## config.mk

```make
export PLATFORM = sky130hd
export DESIGN_NAME = mem_port_arbiter
export DESIGN_NICKNAME = d
export VERILOG_FILES = /design/src/rtl/mem_port_arbiter.sv
export SDC_FILE = /design/constraint.sdc
export NUM_CORES = 1
export LEC_CHECK = 0
export BUFFER_PORTS_ARGS = -buffer_cell sky130_fd_sc_hd__buf_4
export CELL_PAD_IN_SITES_DETAIL_PLACEMENT = 0
export CELL_PAD_IN_SITES_GLOBAL_PLACEMENT = 1
export CORE_MARGIN = 2
export CORE_UTILIZATION = 39
export DETAILED_ROUTE_END_ITERATION = 8
export PLACE_DENSITY = 0.82
export SYNTH_ARGS = -nofsm -noshare
export SYNTH_HDL_FRONTEND = slang
export SYNTH_SLANG_ARGS = --single-unit
```

## constraint.sdc

```tcl
create_clock -name clk -period 6.2 [get_ports clk]
set_clock_uncertainty 0.05 [all_clocks]
set_input_delay 0.93 -clock clk [delete_from_list [all_inputs] [get_ports clk]]
set_output_delay 0.93 -clock clk [all_outputs]
set_load 0.03 [all_outputs]
```

## src/rtl/mem_port_arbiter.sv

```systemverilog
// Instruction/data port arbiter in front of one multi-cycle unified memory.
// Accesses are serialised by a four-state FSM (Idle -> Issue -> Wait -> Resp).
// Each access issues a one-cycle m_en strobe and waits for m_valid. If
// m_valid does not arrive, a timeout sets a sticky err flag. Each access ends
// with a one-cycle ack to the port that won it.
// Optional feature: define ARB_RR_EN for round-robin arbitration when both
// ports request together. By default the data port has fixed priority.
module mem_port_arbiter #(
  parameter int unsigned AWIDTH  = 16,
  parameter int unsigned DWIDTH  = 16,
  parameter int unsigned TIMEOUT = 32
) (
  input  logic              clk,
  input  logic              rst,
  // Instruction-fetch port
  input  logic              i_req,
  input  logic [AWIDTH-1:0] i_addr,
  output logic [DWIDTH-1:0] i_rdata,
  output logic              i_ack,
  // Data (load/store) port
  input  logic              d_req,
  input  logic              d_wr,
  input  logic [AWIDTH-1:0] d_addr,
  input  logic [DWIDTH-1:0] d_wdata,
  output logic [DWIDTH-1:0] d_rdata,
  output logic              d_ack,
  // Unified memory interface
  output logic              m_en,
  output logic              m_wr,
  output logic [AWIDTH-1:0] m_addr,
  output logic [DWIDTH-1:0] m_wdata,
  input  logic [DWIDTH-1:0] m_rdata,
  input  logic              m_valid,
  // Status
  output logic              err,
  output logic              busy
);

  // Wide enough to hold TIMEOUT itself; Wait is left at TIMEOUT-1 so it never wraps.
  localparam int unsigned    CntW    = $clog2(TIMEOUT) + 1;
  localparam logic [CntW-1:0] CntLast = CntW'(TIMEOUT - 1);

  typedef enum logic [1:0] {StIdle, StIssue, StWait, StResp} state_e;

  state_e            state_q;
  logic [CntW-1:0]   cnt_q;
  logic              grant_data_q;  // winner of the access in flight: 1 = data port
  logic              last_data_q;   // last_grant: 1 = data port, 0 = instruction port
  logic              m_en_q;
  logic              m_wr_q;
  logic [AWIDTH-1:0] m_addr_q;
  logic [DWIDTH-1:0] m_wdata_q;
  logic [DWIDTH-1:0] i_rdata_q;
  logic [DWIDTH-1:0] d_rdata_q;
  logic              i_ack_q;
  logic              d_ack_q;
  logic              err_q;
  logic              busy_q;
  logic              pick_data;

  // Winner selection among the ports requesting in Idle.
  always_comb begin
    pick_data = d_req;
`ifdef ARB_RR_EN
    if (d_req && i_req) begin
      pick_data = ~last_data_q;
    end
`endif
  end

`ifndef ARB_RR_EN
  // last_grant is still tracked without round-robin, but nothing reads it.
  logic unused_last_data;
  assign unused_last_data = last_data_q;
`endif

  // Access sequencing FSM; every output is a register updated here.
  always_ff @(posedge clk or posedge rst) begin
    if (rst) begin
      state_q      <= StIdle;
      cnt_q        <= '0;
      grant_data_q <= 1'b0;
      last_data_q  <= 1'b0;
      m_en_q       <= 1'b0;
      m_wr_q       <= 1'b0;
      m_addr_q     <= '0;
      m_wdata_q    <= '0;
      i_rdata_q    <= '0;
      d_rdata_q    <= '0;
      i_ack_q      <= 1'b0;
      d_ack_q      <= 1'b0;
      err_q        <= 1'b0;
      busy_q       <= 1'b0;
    end else begin
      // Strobes are single-cycle unless re-asserted below.
      m_en_q  <= 1'b0;
      i_ack_q <= 1'b0;
      d_ack_q <= 1'b0;
      unique case (state_q)
        StIdle: begin
          if (i_req || d_req) begin
            grant_data_q <= pick_data;
            last_data_q  <= pick_data;
            m_addr_q     <= pick_data ? d_addr : i_addr;
            m_wr_q       <= pick_data & d_wr;
            m_wdata_q    <= pick_data ? d_wdata : '0;
            m_en_q       <= 1'b1;
            busy_q       <= 1'b1;
            state_q      <= StIssue;
          end
        end
        StIssue: begin
          cnt_q   <= '0;
          state_q <= StWait;
        end
        StWait: begin
          cnt_q <= cnt_q + 1'b1;
          if (m_valid) begin
            // A completion in the final Wait cycle still counts as a success.
            if (grant_data_q) begin
              if (!m_wr_q) begin
                d_rdata_q <= m_rdata;
              end
              d_ack_q <= 1'b1;
            end else begin
              i_rdata_q <= m_rdata;
              i_ack_q   <= 1'b1;
            end
            state_q <= StResp;
          end else if (cnt_q == CntLast) begin
            err_q <= 1'b1;
            if (grant_data_q) begin
              d_rdata_q <= '0;
              d_ack_q   <= 1'b1;
            end else begin
              i_rdata_q <= '0;
              i_ack_q   <= 1'b1;
            end
            state_q <= StResp;
          end
        end
        StResp: begin
          busy_q  <= 1'b0;
          state_q <= StIdle;
        end
        default: begin
          state_q <= StIdle;
        end
      endcase
    end
  end

  assign m_en    = m_en_q;
  assign m_wr    = m_wr_q;
  assign m_addr  = m_addr_q;
  assign m_wdata = m_wdata_q;
  assign i_rdata = i_rdata_q;
  assign d_rdata = d_rdata_q;
  assign i_ack   = i_ack_q;
  assign d_ack   = d_ack_q;
  assign err     = err_q;
  assign busy    = busy_q;

endmodule

```

==> results of run 1 <==
[final timing paths]
kind	end	startpoint	slack (ns)	cells past startpoint
setup / recovery	i_rdata[5]	state_q[0]	3.65	5
hold / removal	m_wdata[9]	m_wdata[9]	0.42	2
setup reg to reg	i_rdata[5]	state_q[0]	3.65	5
hold reg to reg	m_wdata[9]	m_wdata[9]	0.42	2
max in group asynchronous	m_addr[0]	rst	4.60	3
min in group asynchronous	i_rdata[1]	rst	0.85	3
[critical path: cells and delay by family (launching register included)]
| kind | cells | cell delay (ns) |
|---|---|---|
| and+or+nand+nor | 1 | 0.94 |
| adders and majority gates | 1 | 0.49 |
| DFF | 1 | 0.40 |
| buffers and inverters | 2 | 0.31 |
| AOI/OAI and AO/OA | 1 | 0.28 |
[layer usage]
layer  part of all wire (%)  track usage, %  wire length, um
met1                     45           24.95             3703
met2                     46           27.43             3816
met3                    8.3           5.297              686
met4                   0.73           5.983               60
met5                      0               0                0
[synthesized netlist by cell type, types with 2 or more instances]
master    count  area share (%)
buf_2        10             1.5
a21o_1        2            0.44
inv_1         8            0.88
dfrtp_1      79              58
buf_6         2            0.66
ha_1          5             1.8
a22o_1       38             9.7
o21ai_0      22             3.2
nand3_1      21             3.1
clkbuf_1      5            0.55
buf_4         4            0.88
mux2i_1      17             5.0
a22o_2        8             2.3
nor2_1        7            0.77
a21oi_1       2            0.29
nand2_1      62             6.8
[sequential cells by signal (all words and copies together) (netlist names)]
register,count
grant_data_q,1
m_wdata,16
cnt_q,6
state_q,2
m_en,1
d_ack,1
err,1
i_rdata,16
m_wr,1
m_addr,16
d_rdata,16
busy,1
i_ack,1
[power groups by stage]
stage	logic [W]	clock network [W]	registers, W
floorplan	0.000472	0	0.00126
global placement	0.00127	0	0.000902
detailed placement	0.00130	0	0.000906
CTS	0.00130	0.000435	0.000900
global route	0.00139	0.000454	0.000933
finish	0.00128	0.000421	0.000899
[per-stage QoR]
| step | cell area (um2) | std cells | hold WS, ns | power, W |
|---|---|---|---|---|
| 3_3_place_gp | 4502 | 534 | 0.4006 | 0.002171 |
| 5_1_grt | 4725 | 550 | 0.4517 | 0.002774 |
| 3_5_place_dp | 4502 | 534 | 0.4096 | 0.002203 |
| 4_1_cts | 4725 | 550 | 0.4289 | 0.002634 |
| 6_report | 4725 | 550 | 0.4247 | 0.002601 |
| 2_1_floorplan | 3428 | 308 | 0.4275 | 0.001734 |
[layout make-up]
cell class,instances,area share (%)
clock buffer,11,2.993
clock inverter,5,1.721
inverter,8,0.6621
multi-input combinational,199,27.67
sequential,79,41.84
tap,108,2.860
timing repair buffer,140,22.25
[logic make-up after synthesis]
logic type | after synthesis | synth area share, %
xor gates and xnor gates | 1 | 0.2555
AOI/OAI and AO/OA | 76 | 17.19
and+or+nand+nor | 99 | 13.25
adders and majority gates | 5 | 1.825
DFF | 79 | 57.66
buffers and inverters | 30 | 4.526
muxes | 18 | 5.292
[cells in the final DEF, fill, tap and decap left out, types with 5 or more instances in the layout]
cell,count
nand3_1,21
nor2_1,7
a22o_2,8
dfrtp_1,79
ha_1,5
inv_1,7
nand2_1,62
buf_4,140
a22o_1,38
mux2i_1,17
o21ai_0,22
clkbuf_8,10
==> flow_metrics.env, run 1 <==
export IMPL_clockPowerShare_pct=16.2
export IMPL_routedWlPerCell_um=15.03
export IMPL_max_freq_mhz=392.9
export IMPL_peakVddDrop_uv=251.3
export IMPL_cpMostUsedCell="inv_1"
export IMPL_cts_repair_resized=0
export IMPL_crit_fanout=16
export IMPL_ant_nets=0
export IMPL_pwr_share_comb_pct=49.3
export IMPL_ys_warn_count=0
export IMPL_status="finished clean"
export IMPL_grt_start_max_net_pins=80
export IMPL_track_usage_pct=18.03
export IMPL_p_leak_nw=2.461
export IMPL_netlist_area_um2=3428
export IMPL_numPortBuffers=139
export IMPL_start_util_pct=39.70
export IMPL_grt_pass1_vias=2825
export IMPL_start_kind="flip-flop"
export IMPL_first_pass_iters=4
export IMPL_clockBufferDepth=2
export IMPL_htreeDepth=3
export IMPL_final_setup_viol_count=0
export IMPL_via_count=2768
export IMPL_die_w_um=97.76
export IMPL_setup_tns_ns=0
export IMPL_maxCapViolCount=0
export IMPL_n_antenna_cell=0
export IMPL_drive_gt1_share_pct=38.69
export IMPL_tightest_slew_ns=1.149
export IMPL_grt_pass1_wl_um=13970
export IMPL_avgViaCountPerCell=5.033
export IMPL_period_needed_ns=2.545
export IMPL_cts_setup_buffers=0
export IMPL_holdBufCountCts=0
export IMPL_hold_viol_final=0
export IMPL_multi_input_area_um2=1308
export IMPL_slew_viol_final=0
export IMPL_seqPwrFrac_pct=34.6
export IMPL_numCtsBuffers=9
export IMPL_place_ws_ns=3.537
export IMPL_drc_errors=0
export IMPL_die_area_um2=9556
export IMPL_seq_area_um2=1977
export IMPL_slowest_delay_ns=0.94
export IMPL_swShare_pct=42.94
export IMPL_avgSynthCellArea_um2=11.13
export IMPL_synthCells=308
export IMPL_crit_slowest_cell="nor3b_2"
export IMPL_critical_path_class="flip-flop to flip-flop"
export IMPL_synth_edff_count=0
export IMPL_layout_setup_ws_ns=3.655
export IMPL_antenna_found_initial=0
export IMPL_die_h_um=97.76
export IMPL_rows=34
export IMPL_ys_flop_type="dfrtp_1"
export IMPL_synth_fp_nets=383
export IMPL_num_nets_final=512
export IMPL_root_buffer="clkbuf_8"
export IMPL_fillers=799
export IMPL_dp_hpwl_um=5674
export IMPL_gr_total_overflow=0
export IMPL_cp_cell_sequence="inv_1, ha_1, inv_1, nor3b_2, a22o_1"
export IMPL_final_core_util_pct=54.71
export IMPL_area_delta_synth_final_pct=37.81
export IMPL_holdCritPathClass="flip-flop to flip-flop"
export IMPL_internal_power_w=0.001484
export IMPL_insertion_delay_ns=0.33
export IMPL_gp_congestion=0.7435
export IMPL_cts_tree="yes"
export IMPL_clkTransAtPathRegs_ns=0.08
export IMPL_p_sw_w=0.001117
export IMPL_p_per_area_nw_per_um2=550.6
export IMPL_critical_path_arrival_ns=2.76
export IMPL_yosysSeqAreaShare_pct=57.66
export IMPL_async_reset_ff_share_pct=100.0
export IMPL_yosys_register_bits=79
export IMPL_critPathRequiredTime_ns=6.42
export IMPL_rsz0062_at_grt="no"
export IMPL_drtIter0Drc=98
export IMPL_routed_wl_um=8267
export IMPL_coreArea_um2=8636
export IMPL_min_period_over_period_pct=41.05
export IMPL_worstSetupEndpointType="flip-flop"
export IMPL_cts_sinks=79
export IMPL_synth_distinct_cells=32
export IMPL_ios=140
export IMPL_slew_headroom_pct=23.06
Power figures use the tool's default switching activity.
==> run 2: changes to the inputs <==
--- a/config.mk
+++ b/config.mk
@@ -9,9 +9,9 @@
 export CELL_PAD_IN_SITES_DETAIL_PLACEMENT = 0
 export CELL_PAD_IN_SITES_GLOBAL_PLACEMENT = 1
 export CORE_MARGIN = 2
-export CORE_UTILIZATION = 39
+export CORE_UTILIZATION = 36
 export DETAILED_ROUTE_END_ITERATION = 8
-export PLACE_DENSITY = 0.82
+export PLACE_DENSITY = 0.76
 export SYNTH_ARGS = -nofsm -noshare
 export SYNTH_HDL_FRONTEND = slang
 export SYNTH_SLANG_ARGS = --single-unit
==> constraint.sdc (replaced) <==
create_clock -name clk -period 2.6 [get_ports clk]
set_clock_uncertainty 0.05 [all_clocks]
set_input_delay 0.39 -clock clk [delete_from_list [all_inputs] [get_ports clk]]
set_output_delay 0.39 -clock clk [all_outputs]
set_load 0.03 [all_outputs]
==> run 2 against run 1 <==
Against the previous run:
- first-iteration DRC count rose by 7.1%
- combinational power up 140%
- critical path depth unchanged
- critical path type unchanged
- clock-buffer cell count is 1 lower
- total power rose by 140%
- sequential power rose by 140%
- non-clock buffer count is 6 higher
- via count up 0.76%
- clock power grew to 2.6 times the previous value
- design area rose by 2.0%
==> flow_metrics.env, run 2 (same netlist as run 1, synthesis figures left out) <==
export IMPL_numPortBuffers=139
export IMPL_setup_tns_ns=0
export IMPL_grt_pass1_vias=2738
export IMPL_antenna_found_initial=0
export IMPL_rsz0062_at_grt="no"
export IMPL_tightest_slew_ns=0.5791
export IMPL_grt_pass1_wl_um=13760
export IMPL_endpoint="state_q[1]"
export IMPL_holdCritPathClass="input port to async pin"
export IMPL_cts_repair_resized=0
export IMPL_track_usage_pct=17.13
export IMPL_area_delta_synth_final_pct=40.55
export IMPL_n_antenna_cell=0
export IMPL_drive_gt1_share_pct=39.46
export IMPL_critPathLaunch="state_q[0]"
export IMPL_status="finished clean"
export IMPL_cts_setup_buffers=0
export IMPL_insertion_delay_ns=0.34
export IMPL_final_setup_viol_count=0
export IMPL_die_w_um=101.6
export IMPL_final_cell_mix="buf_4 (145), dfrtp_1 (79), nand2_1 (62)"
export IMPL_holdBufCountCts=0
export IMPL_worstSetupEndpointType="flip-flop"
export IMPL_num_nets_final=518
export IMPL_ios=140
export IMPL_critPathRequiredTime_ns=2.78
export IMPL_first_pass_iters=4
export IMPL_r2r_start="state_q[0]"
export IMPL_routed_wl_um=8534
export IMPL_critical_path_arrival_ns=2.10
export IMPL_gr_total_overflow=0
export IMPL_peakVddDrop_uv=417.9
export IMPL_clkTransAtPathRegs_ns=0.08
export IMPL_coreArea_um2=9240
export IMPL_ant_nets=0
export IMPL_crit_fanout=12
export IMPL_root_buffer="clkbuf_8"
export IMPL_critical_path_class="flip-flop to flip-flop"
export IMPL_min_period_over_period_pct=73.82
export IMPL_period_needed_ns=1.919
export IMPL_cts_sinks=79
export IMPL_slew_viol_final=0
export IMPL_cts_tree="yes"
export IMPL_max_freq_mhz=521.0
export IMPL_numCtsBuffers=9
export IMPL_drtIter0Drc=105
export IMPL_routedWlPerCell_um=14.84
export IMPL_rows=35
export IMPL_p_leak_nw=2.504
export IMPL_die_area_um2=10320
export IMPL_hold_viol_final=0
export IMPL_via_count=2789
export IMPL_grt_start_max_net_pins=48
export IMPL_fillers=810
export IMPL_avgViaCountPerCell=4.850
export IMPL_p_per_area_nw_per_um2=1316
export IMPL_htreeDepth=3
export IMPL_start_kind="flip-flop"
export IMPL_slew_headroom_pct=61.35
export IMPL_maxCapViolCount=0
export IMPL_start_util_pct=37.10
export IMPL_reg2reg_to="state_q[1]"
export IMPL_gp_congestion=0.7656
export IMPL_final_core_util_pct=52.15
export IMPL_drc_errors=0
export IMPL_reg2reg_slack_ns=0.68
export IMPL_reg2regPathDepth=5
export IMPL_clockBufferDepth=2
export IMPL_die_h_um=101.6
export IMPL_dp_hpwl_um=6080
export IMPL_final_common_cell="buf_4"
-- run 2: cell types whose count changed in the layout (fill, tap and decap cells not counted), sizes merged --
cell      delta
clkinvlp     -1
clkinv       -1
bufinv       +1
buf          +6
clkbuf       -1
-- run 2: metrics by stage --
step           hold slack (ns)  power, W  std cells  area, um2  setup slack, ns
3_5_place_dp            0.4101  0.005310        561       4586           0.6552
5_1_grt                0.07358  0.006763        575       4818           0.5120
3_3_place_gp            0.4029  0.005252        561       4586           0.7301
6_report               0.03537  0.006341        575       4818           0.6808
4_1_cts                0.04678  0.006403        575       4818           0.6533
2_1_floorplan           0.4275  0.004135        308       3428           0.1366
-- run 2: area by class of cell --
type | instances | area (um2) | share of cell area (%)
well taps | 129 | 161.4 | 3.350
flip-flops and latches | 79 | 1977 | 41.03
repair buffers | 146 | 1109 | 23.01
clock buffers | 10 | 137.6 | 2.856
multi-input cells | 199 | 1308 | 27.14
clock inverters | 4 | 95.09 | 1.974
inverters | 8 | 31.28 | 0.6492
-- run 2: worst max-delay path, stage by stage (launching register included) --
cell and delay [ns]:
dfrtp_1 0.40, inv_1 0.11, ha_1 0.49, inv_1 0.17
o31a_1 0.33, mux2_2 0.27
-- run 2: layer usage --
layer / part of all wire [%] / up-vias / global-route usage, %
li1: - / 1349 / -
met1: 45 / 1307 / 24.02
met2: 44 / 119 / 24.80
met3: 8.5 / 14 / 4.693
met4: 2.0 / 0 / 7.588
met5: 0 / - / 0
-- run 2: how the worst min path moves through the flow --
stage / from / end / slack (ns) / depth (start not counted)
after floorplan: cnt_q[0] / cnt_q[0] / 0.43 / 1
after global placement: m_wdata[13] / m_wdata[13] / 0.40 / 2
after detailed placement: m_wdata[11] / m_wdata[11] / 0.41 / 2
after CTS: rst / m_wdata[5] / 0.05 / 2
after global routing: rst / m_wdata[0] / 0.07 / 2
final: rst / m_wdata[0] / 0.04 / 2
-- run 2: power by group --
group	internal, W	total [W]	switching [W]
registers	0.00175	0.00213	0.000374
logic	0.00126	0.00313	0.00187
clock network	0.000652	0.00108	0.000432
total	0.00367	0.00634	0.00267
==> run 3: changes to the inputs <==
==> constraint.sdc (replaced) <==
create_clock -name clk -period 1.95 [get_ports clk]
set_clock_uncertainty 0.05 [all_clocks]
set_input_delay 0.2925 -clock clk [delete_from_list [all_inputs] [get_ports clk]]
set_output_delay 0.2925 -clock clk [all_outputs]
set_load 0.03 [all_outputs]
==> run 3 against run 2 <==
Against the previous run:
- worst setup slack worse by 0.48 ns
- wire length is 3.4% lower
- non-clock buffer count is 3 higher
- clock-buffer cell count stayed put
- combinational power is 36% higher
- register-to-register slack worse by 0.48 ns
- clock power is 8% higher
- core utilization is 0.19 points lower
- die area stayed put
- global-route usage is 0.59 points lower
- hold slack worse by 0.018 ns
- critical path type unchanged
- critical endpoint unchanged
- largest cell class unchanged
- largest power group unchanged
==> flow_metrics.env, run 3 (same netlist as run 1, synthesis figures left out) <==
export IMPL_holdCritPathClass="input port to async pin"
export IMPL_holdBufCountCts=0
export IMPL_avgViaCountPerCell=4.827
export IMPL_root_buffer="clkbuf_8"
export IMPL_place_area_um2=4611
export IMPL_p_per_area_nw_per_um2=1708
export IMPL_min_period_over_period_pct=89.76
export IMPL_drtIter0Drc=76
export IMPL_final_common_cell="buf_4"
export IMPL_multi_input_area_um2=1313
export IMPL_slew_headroom_pct=60.06
export IMPL_worstSetupEndpointType="flip-flop"
export IMPL_gr_total_overflow=0
export IMPL_setup_tns_ns=0
export IMPL_crit_fanout=11
export IMPL_ant_nets=0
export IMPL_max_freq_mhz=571.3
export IMPL_first_pass_iters=4
export IMPL_htreeDepth=3
export IMPL_placedCellCount=564
export IMPL_final_design_area_no_fill_um2=4801
export IMPL_dp_hpwl_um=5934
export IMPL_routed_wl_um=8243
export IMPL_critPathRequiredTime_ns=2.12
export IMPL_hold_viol_final=0
export IMPL_grt_start_max_net_pins=80
export IMPL_tightest_slew_ns=0.5985
export IMPL_peakVddDrop_uv=577.8
export IMPL_final_core_util_pct=51.96
export IMPL_die_h_um=101.6
export IMPL_seq_area_um2=1977
export IMPL_slew_viol_final=0
export IMPL_num_nets_final=521
export IMPL_final_setup_viol_count=0
export IMPL_drc_errors=0
export IMPL_numPortBuffers=139
export IMPL_track_usage_pct=16.55
export IMPL_total_power_w=0.008198
export IMPL_die_area_um2=10320
export IMPL_start_kind="flip-flop"
export IMPL_antenna_found_initial=0
export IMPL_start_util_pct=37.10
export IMPL_insertion_delay_ns=0.34
export IMPL_n_antenna_cell=0
export IMPL_p_leak_nw=2.489
export IMPL_via_count=2790
export IMPL_period_needed_ns=1.750
export IMPL_final_cell_mix="buf_4 (148), dfrtp_1 (79), nand2_1 (62)"
export IMPL_grt_pass1_wl_um=13440
export IMPL_cts_sinks=79
export IMPL_critical_path_arrival_ns=1.92
export IMPL_grt_pass1_vias=2724
export IMPL_area_delta_synth_final_pct=40.04
export IMPL_coreArea_um2=9240
export IMPL_drive_gt1_share_pct=40.31
export IMPL_clockBufferDepth=2
export IMPL_ios=140
export IMPL_maxCapViolCount=0
export IMPL_status="finished clean"
export IMPL_gp_congestion=0.7357
export IMPL_routedWlPerCell_um=14.26
export IMPL_critical_path_class="flip-flop to flip-flop"
export IMPL_numCtsBuffers=9
export IMPL_fillers=859
export IMPL_rsz0062_at_grt="no"
export IMPL_clkTransAtPathRegs_ns=0.08
export IMPL_finalNonFillerCells=578
export IMPL_die_w_um=101.6
export IMPL_cts_tree="yes"
export IMPL_rows=35
-- run 3: worst paths after layout --
check                       startpoint          end  slack (ns)  cells after the start
max                         state_q[0]   state_q[1]        0.20                      6
min                                rst  i_rdata[15]        0.02                      3
max reg2reg                 state_q[0]   state_q[1]        0.20                      6
min reg2reg                 m_wdata[8]   m_wdata[8]        0.42                      2
max in group asynchronous          rst   i_rdata[9]        1.50                      3
min in group clk           d_wdata[11]  m_wdata[11]        0.13                      3
-- run 3: critical path, stage by stage, from the launching register on --
cell and delay (ns):
dfrtp_1 0.40, inv_1 0.11, ha_1 0.18, buf_4 0.20, inv_1 0.11, o31a_1 0.31, mux2_2 0.27
-- run 3: power by group --
part	internal (W)	switching, W	total [W]	leakage, nW
Combinational	0.00172	0.00254	0.00425	1.42
Clock	0.000608	0.000561	0.00117	0.0940
Sequential	0.00234	0.000438	0.00278	0.979
-- run 3: layout make-up --
class	count	share of cell area (%)
Clock buffer	10	2.867
Sequential cell	79	41.18
Tap cell	129	3.362
Inverter	8	0.7037
Clock inverter	4	0.9904
Timing Repair Buffer	149	23.56
Multi-Input combinational cell	199	27.34
-- run 3: stage by stage --
step	worst slack [ns]	hold WS, ns
after global routing	0.04880	0.04210
final	0.1996	0.01701
after CTS	0.1737	0.02416
after global placement	0.1180	0.4022
after detailed placement	0.003191	0.4056
after floorplan	0.3771	0.3822
-- run 3: repair_timing --
item / in CTS / in global routing
cloned: 0 / 0
gates resized for setup: 1 / 1
setup buffers: 0 / 0
setup endpoints to repair: 6 / 1
-- run 3: per-layer routing --
layer	global-route usage, %	up-vias	share of wire [%]
met5	0	-	0
met4	6.549	0	1.3
met3	6.349	11	10
met2	24.29	122	44
met1	22.08	1302	45
li1	-	1355	-
